<file path="src/rtl/mips_pkg.sv">
`default_nettype none
// ============================================================================
//  Module      : mips_pkg
//  Description : Shared types and field constants for the MIPS fetch stage.
//  Revision    : 1.0 - initial release
// ============================================================================
package mips_pkg;

    // Fetch-stage sequencing states
    typedef enum logic [1:0] {
        FETCH = 2'd0,
        ISSUE = 2'd1,
        HALT  = 2'd2
    } fetch_state_t;

    // Jump selector from the control unit; 2'b11 behaves like JUMP_SEQ
    typedef logic [1:0] jump_t;
    localparam jump_t JUMP_SEQ = 2'b00;
    localparam jump_t JUMP_J   = 2'b01;
    localparam jump_t JUMP_JR  = 2'b10;

    // Instruction field positions
    localparam int OPCODE_MSB = 31;
    localparam int OPCODE_LSB = 26;
    localparam int FUNCT_MSB  = 5;
    localparam int FUNCT_LSB  = 0;

    // Branch displacement: sign-extended 16-bit immediate scaled to bytes
    function automatic logic [31:0] branch_offset(input logic [15:0] imm);
        return {{14{imm[15]}}, imm, 2'b00};
    endfunction

endpackage : mips_pkg
`default_nettype wire

</file>
<file path="src/rtl/next_pc_logic.sv">
`default_nettype none
// ============================================================================
//  Module      : next_pc_logic
//  Description : Combinational next-PC selection (j / jr / branch / pc+4)
//                and word-alignment check of the selected target.
//  Revision    : 1.0 - initial release
// ============================================================================
module next_pc_logic
    import mips_pkg::*;
(
    input  logic [31:0] pc_i,
    input  logic [25:0] ir_i,          // only the jump-target/immediate bits matter here
    input  logic        pc_src_i,
    input  logic [1:0]  jump_i,
    input  logic [31:0] jr_target_i,
    output logic [31:0] next_pc_o,
    output logic        misaligned_o
);

    logic [31:0] w_pc_plus4;

    assign w_pc_plus4 = pc_i + 32'd4;

    // Priority select: j, then jr, then taken branch, else sequential
    always_comb begin
        next_pc_o = w_pc_plus4;
        case (jump_i)
            JUMP_J:  next_pc_o = {w_pc_plus4[31:28], ir_i, 2'b00};
            JUMP_JR: next_pc_o = jr_target_i;
            default: begin
                if (pc_src_i) begin
                    next_pc_o = w_pc_plus4 + branch_offset(ir_i[15:0]);
                end
            end
        endcase
    end

    // Only jr can produce a misaligned target; the check is generic anyway
    assign misaligned_o = (next_pc_o[1:0] != 2'b00);

endmodule : next_pc_logic
`default_nettype wire

</file>
<file path="src/rtl/instr_fetch_unit.sv">
`default_nettype none
// ============================================================================
//  Module      : instr_fetch_unit
//  Description : Fetch stage owning the PC and instruction register. Requests
//                a word, holds it for one issue window, then advances the PC
//                using the control unit's branch/jump decision.
//  Revision    : 1.0 - initial release
// ============================================================================
module instr_fetch_unit
    import mips_pkg::*;
#(
    parameter logic [31:0] RESET_PC = 32'h0000_0000   // must be word-aligned
) (
    input  logic        clk,
    input  logic        rst_n,
    output logic        imem_req,
    output logic [31:0] imem_addr,
    input  logic [31:0] imem_rdata,
    input  logic        imem_valid,
    input  logic        stall,
    input  logic        pc_src,
    input  logic [1:0]  jump,
    input  logic [31:0] jr_target,
    output logic        instr_valid,
    output logic [5:0]  operation,
    output logic [5:0]  func,
    output logic [31:0] instr,
    output logic [31:0] pc,
    output logic [31:0] pc_plus4,
    output logic [31:0] retired,
    output logic        fetch_err
);

    fetch_state_t state_q;
    logic [31:0]  pc_q;
    logic [31:0]  ir_q;
    logic [31:0]  retired_q;
    logic         fetch_err_q;

    logic [31:0]  w_next_pc;
    logic         w_misaligned;

    next_pc_logic u_next_pc (
        .pc_i         (pc_q),
        .ir_i         (ir_q[25:0]),
        .pc_src_i     (pc_src),
        .jump_i       (jump),
        .jr_target_i  (jr_target),
        .next_pc_o    (w_next_pc),
        .misaligned_o (w_misaligned)
    );

    // Fetch/issue sequencer: captures the instruction, then retires it and
    // either advances the PC or halts on a misaligned target
    always_ff @(posedge clk or negedge rst_n) begin
        if (!rst_n) begin
            state_q     <= FETCH;
            pc_q        <= RESET_PC;
            ir_q        <= 32'd0;
            retired_q   <= 32'd0;
            fetch_err_q <= 1'b0;
        end else begin
            case (state_q)
                FETCH: begin
                    if (imem_valid) begin
                        ir_q    <= imem_rdata;
                        state_q <= ISSUE;
                    end
                end
                ISSUE: begin
                    if (!stall) begin
                        retired_q <= retired_q + 32'd1;
                        if (w_misaligned) begin
                            fetch_err_q <= 1'b1;
                            state_q     <= HALT;
                        end else begin
                            pc_q    <= w_next_pc;
                            state_q <= FETCH;
                        end
                    end
                end
                default: begin
                    state_q <= HALT;
                end
            endcase
        end
    end

    // Handshake outputs are gated by rst_n so they drop the instant reset
    // asserts, abandoning any outstanding read
    assign imem_req    = rst_n & (state_q == FETCH);
    assign instr_valid = rst_n & (state_q == ISSUE);
    assign imem_addr   = pc_q;

    assign operation = ir_q[OPCODE_MSB:OPCODE_LSB];
    assign func      = ir_q[FUNCT_MSB:FUNCT_LSB];
    assign instr     = ir_q;
    assign pc        = pc_q;
    assign pc_plus4  = pc_q + 32'd4;
    assign retired   = retired_q;
    assign fetch_err = fetch_err_q;

endmodule : instr_fetch_unit
`default_nettype wire
</file>
<file path="config.mk">
export PLATFORM = sky130hd
export DESIGN_NAME = instr_fetch_unit
export DESIGN_NICKNAME = d
export VERILOG_FILES = /design/src/rtl/mips_pkg.sv /design/src/rtl/next_pc_logic.sv /design/src/rtl/instr_fetch_unit.sv
export SDC_FILE = /design/constraint.sdc
export NUM_CORES = 1
export LEC_CHECK = 0
export BUFFER_PORTS_ARGS = -buffer_cell sky130_fd_sc_hd__buf_2
export CORE_UTILIZATION = 45
export DETAILED_ROUTE_END_ITERATION = 7
export PLACE_DENSITY = 0.74
export SLEW_MARGIN = 30
export SYNTH_ARGS = -nofsm -noshare
export SYNTH_HDL_FRONTEND = slang
export SYNTH_SLANG_ARGS = --single-unit
</file>
<file path="constraint.sdc">
create_clock -name clk -period 7.3 [get_ports clk]
set_clock_uncertainty 0.2 [all_clocks]
set_input_delay 0.365 -clock clk [delete_from_list [all_inputs] [get_ports clk]]
set_output_delay 0.365 -clock clk [all_outputs]
set_load 0.01 [all_outputs]
</file>
==> impl_metrics.csv, run 1 <==
group,metric,value,unit
synthesis,yosysSeqAreaShare,34.66,%
synthesis,synthesis.yosys.warnings,0,
worst_setup_path,slowest_delay,0.53,ns
sta,relSlewSlack,36.41,%
clock_tree,worst_setup_hold_path_clk_slew,0.08,ns
route,num_vias,6633,
sta,grt_setup_unrepaired,"no",
worst_setup_path,crit_start,"imem_addr[4]",
worst_setup_path,timing_worst_setup_path_type,"flip-flop to flip-flop",
synthesis,yosys_most_used_dff,"dfrtp_1",
job,max_cap_violations,0,
sta,final_period_demand_of_the_worst_path,4.347,ns
clock_tree,maximum_buffer_depth_of_the_clock_tree,2,
worst_setup_path,critPathTopFamily,"simple AND/OR/NAND/NOR gates",
grt,grt_first_pass_wirelength,33730,um
finish,most-common-layout-cells,"buf_2, dfrtp_1, nand2_1, xnor2_1, nor2_1",
status,run_status,"finished clean",
route,first_pass_iters,5,
route,avgViaCountPerCell,5.655,
sta,final_max_slew_viol_count,0,
sta,setup-tns-final,0,ns
route,detail_route.iter0.violations,504,
place,place.port_buffers,245,
place,hpwlAfterDp,15860,um
worst_setup_path,cp.depth,14,
worst_setup_path,r2r_startpoint,"imem_addr[4]",
route,post_drt_wl_per_cell,17.92,um
worst_setup_path,worst_setup_path_start_kind,"flip-flop",
grt,grt_overflow,0,
place,place.gp.congestion,0.8901,
power,power_density,460.5,nW/um^2
finish,final_area,8567,um^2
floorplan,core-area,15370,um^2
power,static-leakage-power,4.159,nW
worst_setup_path,critPathCaptureType,"flip-flop",
worst_setup_path,timing.critical_path.mode_cell,"nand3_1",
floorplan,die_height,128.0,um
worst_setup_path,path_cells,"nand3_1 > nor3_2 > and4_1 > xor2_1 > ha_1 > and4_4 > and2_0 > a22o_1 > nor4_2 > nor3_1 > or4_1 > nand3_1 > a21oi_1 > nor4b_2",
finish,finish.net_count,1064,
worst_setup_path,ff2ff_path_depth,14,
route,remaining_drc_errors,0,
synthesis,synthesis.nets,880,
finish,final.fill_count,1415,
worst_setup_path,timing.critical_path.buf_inv,0,
worst_setup_path,ff2ff_setup_slack,2.95,ns
worst_setup_path,timing.critical_path.fanout_max,8,
grt,grt_max_degree,59,
worst_hold_path,worstHoldPathType,"primary input to flip-flop",
route,route.antenna.remaining_nets,0,
synthesis,post_synth_inst_count,771,
finish,area_delta_synth_final,19.85,%
worst_setup_path,arrival,4.41,ns
floorplan,num_rows,45,
sta,finalHoldWorstSlack,0.02968,ns
sta,max_freq,0.2300,GHz
floorplan,boundary_pins,246,
route,route.final.wire_length,21030,um
power,fin_total_pwr,3.945,mW
sta,finalSetupViolCount,0,
place,dpl_cell_area,8217,um^2
synthesis,synth_area,7148,um^2
worst_setup_path,cp_slowest_cell,"or4_1",
finish,layout_commonest_cell,"buf_2",
clock_tree,cts.root.buffer_cell,"clkbuf_16",
clock_tree,cts_tree,"yes",
floorplan,floorplan.die_area,16390,um^2
grt,first_global_vias,6326,
sta,final_min_period_over_clock_period,59.55,%
power,ir_drop,0.1863,mV
synthesis,seq_cells_post_synth,99,
floorplan,die-width,128.0,um
floorplan,floorplan.initialDensity,46.50,%
synthesis,postSynth.asyncResetShare,100.0,%
clock_tree,tritoncts.num_buffers,9,
worst_setup_path,crit_required,7.36,ns
worst_setup_path,worst_r2r_endpoint,"imem_addr[31]",
grt,grt_usage,26.61,%
finish,layout.core_utilization,55.73,%
worst_setup_path,setup.worst_path.end,"imem_addr[31]",
synthesis,mean_cell_area_of_the_mapped_netlist,9.271,um^2
clock_tree,cts-htree-levels,3,
finish,layout-drive-gt1-share,33.13,%
clock_tree,worst_skew_pair.late_latency,0.36,ns
synthesis,post_synth_edffs,0,
clock_tree,cts.sinks,99,
sta,max_slew.worst_pin.slew,0.9504,ns
sta,final_hold_viol_count,0,
synthesis,unique_cell_type_count_in_the_yosys_netlist,67,
grt,antenna_found_initial,2,
-- how the worst min path moves through the flow --
stage                       endpoint  cells past startpoint           start
after floorplan            fetch_err                      0           rst_n
final                      instr[11]                      2  imem_rdata[11]
after detailed placement  state_q[0]                      1           rst_n
after CTS                  instr[11]                      2  imem_rdata[11]
after global routing       instr[11]                      2  imem_rdata[11]
after global placement     instr[22]                      1           rst_n
-- metal layers --
metal  GRT usage (%)  vias up  routed length, um
met5               0        -                 13
met4           8.651        2                464
met3           5.008       36               1522
met2           43.73      283               9807
met1           35.29     3164               9217
li1                -     3148                  -
-- timing repair --
action	CTS	global route
endpoints found under the setup margin	0	0
setup buffers	0	0
hold endpoints to repair	41	0
hold buffers	1	0
resized for setup	0	0
-- per-stage QoR --
step | setup slack (ns) | std cells
final | 2.953 | 1173
after global routing | 2.695 | 1172
after CTS | 2.978 | 1170
after detailed placement | 3.032 | 1153
after global placement | 3.198 | 1153
after floorplan | 3.296 | 771
-- kinds of logic after synthesis --
group	synth area share (%)
flops	34.66
compound gates	18.31
buf+inv	7.316
mux	5.776
fa+ha+maj	6.756
simple gates	17.40
xor+xnor	9.785
-- final cells by class --
cell class                      count  area (um^2)  share of cell area (%)
Multi-Input combinational cell    579         4165                   48.62
Sequential cell                    99         2477                   28.92
Timing Repair Buffer              251         1296                   15.13
Tap cell                          211        264.0                   3.082
Clock buffer                       11        242.7                   2.833
Clock inverter                      5        60.06                  0.7010
Inverter                           15        56.30                  0.6572
Antenna cell                        2        5.005                 0.05842
-- Yosys cell counts, drive strengths merged (5+ instances only) --
cell / n / area share (%)
a21o: 22 / 2.3
and4: 8 / 1.0
nor3b: 6 / 0.84
o31ai: 6 / 0.89
xnor2: 50 / 6.2
a31oi: 5 / 0.44
o22ai: 5 / 0.44
and3: 12 / 1.1
nor3: 12 / 0.91
dfrtp: 99 / 35
a221o: 6 / 0.84
nand2b: 10 / 0.88
mux2: 34 / 5.4
inv: 15 / 0.79
nor2: 42 / 2.2
o21bai: 6 / 0.63
a21oi: 41 / 2.9
nand4: 15 / 1.5
buf: 52 / 5.2
a221oi: 22 / 2.8
nand2: 66 / 3.5
ha: 37 / 6.5
and2: 7 / 0.61
xor2: 29 / 3.6
nor2b: 7 / 0.61
o21ai: 37 / 2.6
clkbuf: 26 / 1.4
a211oi: 8 / 0.84
nand3: 36 / 2.5
-- power breakdown --
group          switching [mW]  internal [mW]
registers               0.312          0.733
clock network           0.224          0.277
logic                    1.34           1.05
total                    1.88           2.06
-- worst reg2reg max path: stages, from the launching register on --
cell and delay, ns:
dfrtp_1 0.48, nand3_1 0.17, nor3_2 0.48, and4_1 0.28, xor2_1 0.28, ha_1 0.34
and4_4 0.22, and2_0 0.14, a22o_1 0.23, nor4_2 0.31, nor3_1 0.15, or4_1 0.53
nand3_1 0.13, a21oi_1 0.06, nor4b_2 0.26
-- registers in the layout, summed over array words and instances (netlist names) --
name       flops
imem_addr     32
instr         32
retired       32
state_q        2
fetch_err      1
Power figures use the tool's default switching activity.
==> inputs of run 2 (changes only) <==
--- a/config.mk
+++ b/config.mk
@@ -8,7 +8,7 @@
 export BUFFER_PORTS_ARGS = -buffer_cell sky130_fd_sc_hd__buf_2
 export CORE_UTILIZATION = 45
 export DETAILED_ROUTE_END_ITERATION = 7
-export PLACE_DENSITY = 0.74
+export PLACE_DENSITY = 0.77
 export SLEW_MARGIN = 30
 export SYNTH_ARGS = -nofsm -noshare
 export SYNTH_HDL_FRONTEND = slang
==> constraint.sdc (replaced) <==
create_clock -name clk -period 3.7 [get_ports clk]
set_clock_uncertainty 0.2 [all_clocks]
set_input_delay 0.185 -clock clk [delete_from_list [all_inputs] [get_ports clk]]
set_output_delay 0.185 -clock clk [all_outputs]
set_load 0.01 [all_outputs]
==> run 2 against run 1 <==
Against the previous run: the flow now finishes with violations (setup timing); sequential power rose by 84%; utilization grew 9.6 points; critical path depth up 1; non-clock buffer count grew 131; cell area increased by 17%; largest cell class unchanged; largest power group unchanged.
==> impl_metrics.csv, run 2 (synthesis gave the netlist of run 1 again) <==
group,metric,value,unit
worst_setup_path,r2r_startpoint,"imem_addr[7]",
place,place.gp.congestion,0.9525,
worst_setup_path,ff2ff_setup_slack,-0.13,ns
sta,final_period_demand_of_the_worst_path,3.830,ns
clock_tree,worst_setup_hold_path_clk_slew,0.08,ns
floorplan,floorplan.initialDensity,46.50,%
clock_tree,cts_tree,"yes",
route,num_vias,7334,
worst_setup_path,worst_setup_path_start_kind,"flip-flop",
power,clkPwrFrac,11.1,%
power,comb_power_share,67.8,%
sta,final_hold_viol_count,0,
grt,grt_first_pass_wirelength,37030,um
status,run_status,"finished with violations",
worst_setup_path,critPathTopFamily,"simple AND/OR/NAND/NOR gates",
grt,grt_overflow,0,
worst_hold_path,hp-start,"jr_target[11]",
floorplan,die-width,128.0,um
sta,max_slew.worst_pin.slew,0.7472,ns
worst_setup_path,path_cells,"and4_4 > nand4_1 > buf_4 > nor3_4 > xnor2_1 > ha_1 > and4_4 > and2_0 > a22o_1 > nor4_4 > o31ai_4 > a221oi_2 > nand2b_1 > a41oi_2 > nor3b_2",
worst_setup_path,timing_worst_setup_path_type,"flip-flop to flip-flop",
job,max_cap_violations,0,
power,power_report.internal_total,4.903,mW
sta,grt_setup_unrepaired,"yes",
route,met2WireLength,11490,um
finish,layout_commonest_cell,"buf_2",
place,placed_cells,1234,
grt,grt_max_degree,53,
grt,grt_usage,29.28,%
route,first_pass_iters,5,
finish,finalNonFillerCells,1303,
route,met1_wl,10170,um
power,fin_total_pwr,9.117,mW
clock_tree,cts.sinks,99,
worst_setup_path,crit_required,3.78,ns
worst_setup_path,critPathCaptureType,"flip-flop",
sta,final_max_slew_viol_count,0,
sta,relSlewSlack,50.19,%
place,hpwlAfterDp,17470,um
worst_hold_path,holdPathStages,3,
power,ir_drop,0.4017,mV
clock_tree,cts.root.buffer_cell,"clkbuf_16",
floorplan,num_rows,45,
finish,most-common-layout-cells,"buf_2, buf_4, dfrtp_1, nand2_1, xnor2_1",
route,wl_met3,1955,um
worst_setup_path,arrival,3.91,ns
clock_tree,tritoncts.num_buffers,9,
worst_setup_path,slowest_delay,0.39,ns
finish,layout-drive-gt1-share,43.90,%
grt,first_global_vias,6895,
sta,finalSetupViolCount,3,
worst_setup_path,timing.critical_path.buf_inv,1,
route,detail_route.iter0.violations,548,
floorplan,die_height,128.0,um
route,top_routing_layer_in_use,"met5",
route,remaining_drc_errors,0,
finish,finish.net_count,1195,
worst_setup_path,timing.critical_path.fanout_max,4,
place,place.port_buffers,245,
worst_setup_path,worst_r2r_endpoint,"imem_addr[29]",
worst_hold_path,worst_hold_path.endpoint,"imem_addr[11]",
power,power_density,907.5,nW/um^2
floorplan,floorplan.die_area,16390,um^2
grt,antenna_found_initial,2,
sta,final_critical_path_setup_slack,-0.1299,ns
clock_tree,maximum_buffer_depth_of_the_clock_tree,2,
floorplan,core-area,15370,um^2
route,post_drt_wl_per_cell,18.61,um
finish,area_delta_synth_final,40.54,%
sta,max_freq,0.2611,GHz
floorplan,boundary_pins,246,
worst_setup_path,cp_slowest_cell,"dfrtp_2",
power,share_seq_of_total_power,21.1,%
worst_hold_path,worstHoldPathType,"primary input to flip-flop",
power,static-leakage-power,4.937,nW
worst_setup_path,ff2ff_path_depth,15,
status,violations_in_the_final_reports,"setup timing",
clock_tree,worst_skew_pair.late_latency,0.35,ns
worst_setup_path,timing.critical_path.mode_cell,"and4_4",
power,switching_share,46.22,%
sta,final_min_period_over_clock_period,103.5,%
place,dpl_worst_slack,-0.03860,ns
clock_tree,cts-htree-levels,3,
route,route.final.wire_length,24240,um
route,route.antenna.remaining_nets,0,
power,power.net_switching,4.214,mW
route,avgViaCountPerCell,5.629,
==> run 2: final cells by class <==
cell class / instances / area, um^2
sequential: 99 / 2487
clock inverter: 7 / 85.08
timing repair buffer: 382 / 2365
clock buffer: 9 / 225.2
antenna: 1 / 2.502
fill: 1249 / 5325
inverter: 15 / 56.30
tap: 211 / 264.0
multi-input combinational: 579 / 4561
==> run 2: stage by stage <==
stage / area, um^2 / util, % / hold WS, ns / setup TNS (ns)
floorplan: 7234 / - / -0.3106 / -0.006693
global placement: 8887 / 57.82 / 0.03571 / 0
detailed placement: 8915 / 58.00 / 0.03575 / -0.04209
CTS: 9603 / 62.47 / 0.004210 / -0.01212
global route: 10040 / 65.34 / 0.05046 / -0.8772
finish: 10050 / 65.36 / 0.02411 / -0.3285
==> run 2: repair_timing <==
item	in CTS	in global routing
endpoints found under the setup margin	2	10
pin swaps	2	33
buffers inserted	1	17
endpoints found under the hold margin	81	0
hold buffers	35	0
gates resized for setup	3	62
==> run 2: how the worst max path moves through the flow <==
stage	to	slack, ns	startpoint	cells past startpoint
floorplan	imem_addr[31]	-0.007	imem_addr[10]	16
global placement	imem_addr[31]	0.04	imem_addr[6]	14
detailed placement	imem_addr[29]	-0.04	imem_addr[6]	14
CTS	imem_addr[29]	-0.01	imem_addr[2]	14
global route	imem_addr[29]	-0.24	imem_addr[4]	15
finish	imem_addr[29]	-0.13	imem_addr[7]	15
==> run 2: power groups by stage <==
stage	Clock (mW)	Combinational (mW)	Sequential, mW
after floorplan	0	3.43	2.08
after global placement	0	5.50	1.88
after detailed placement	0	5.58	1.90
after CTS	1.02	5.67	1.89
after global routing	1.07	6.69	1.98
final	1.01	6.18	1.93
==> run 2: layer usage <==
| layer | up-vias | track usage (%) |
|---|---|---|
| met3 | 47 | 6.511 |
| met1 | 3484 | 37.99 |
| met2 | 389 | 47.47 |
| met4 | 4 | 11.56 |
| li1 | 3410 | - |
| met5 | - | 0 |
==> run 2: worst register-to-register path, cell delays in order (launching register included) <==
cell	delay [ns]
dfrtp_2	0.39
and4_4	0.26
nand4_1	0.22
buf_4	0.22
nor3_4	0.11
xnor2_1	0.20
ha_1	0.32
and4_4	0.17
and2_0	0.15
a22o_1	0.26
nor4_4	0.26
o31ai_4	0.14
a221oi_2	0.35
nand2b_1	0.16
a41oi_2	0.18
nor3b_2	0.17
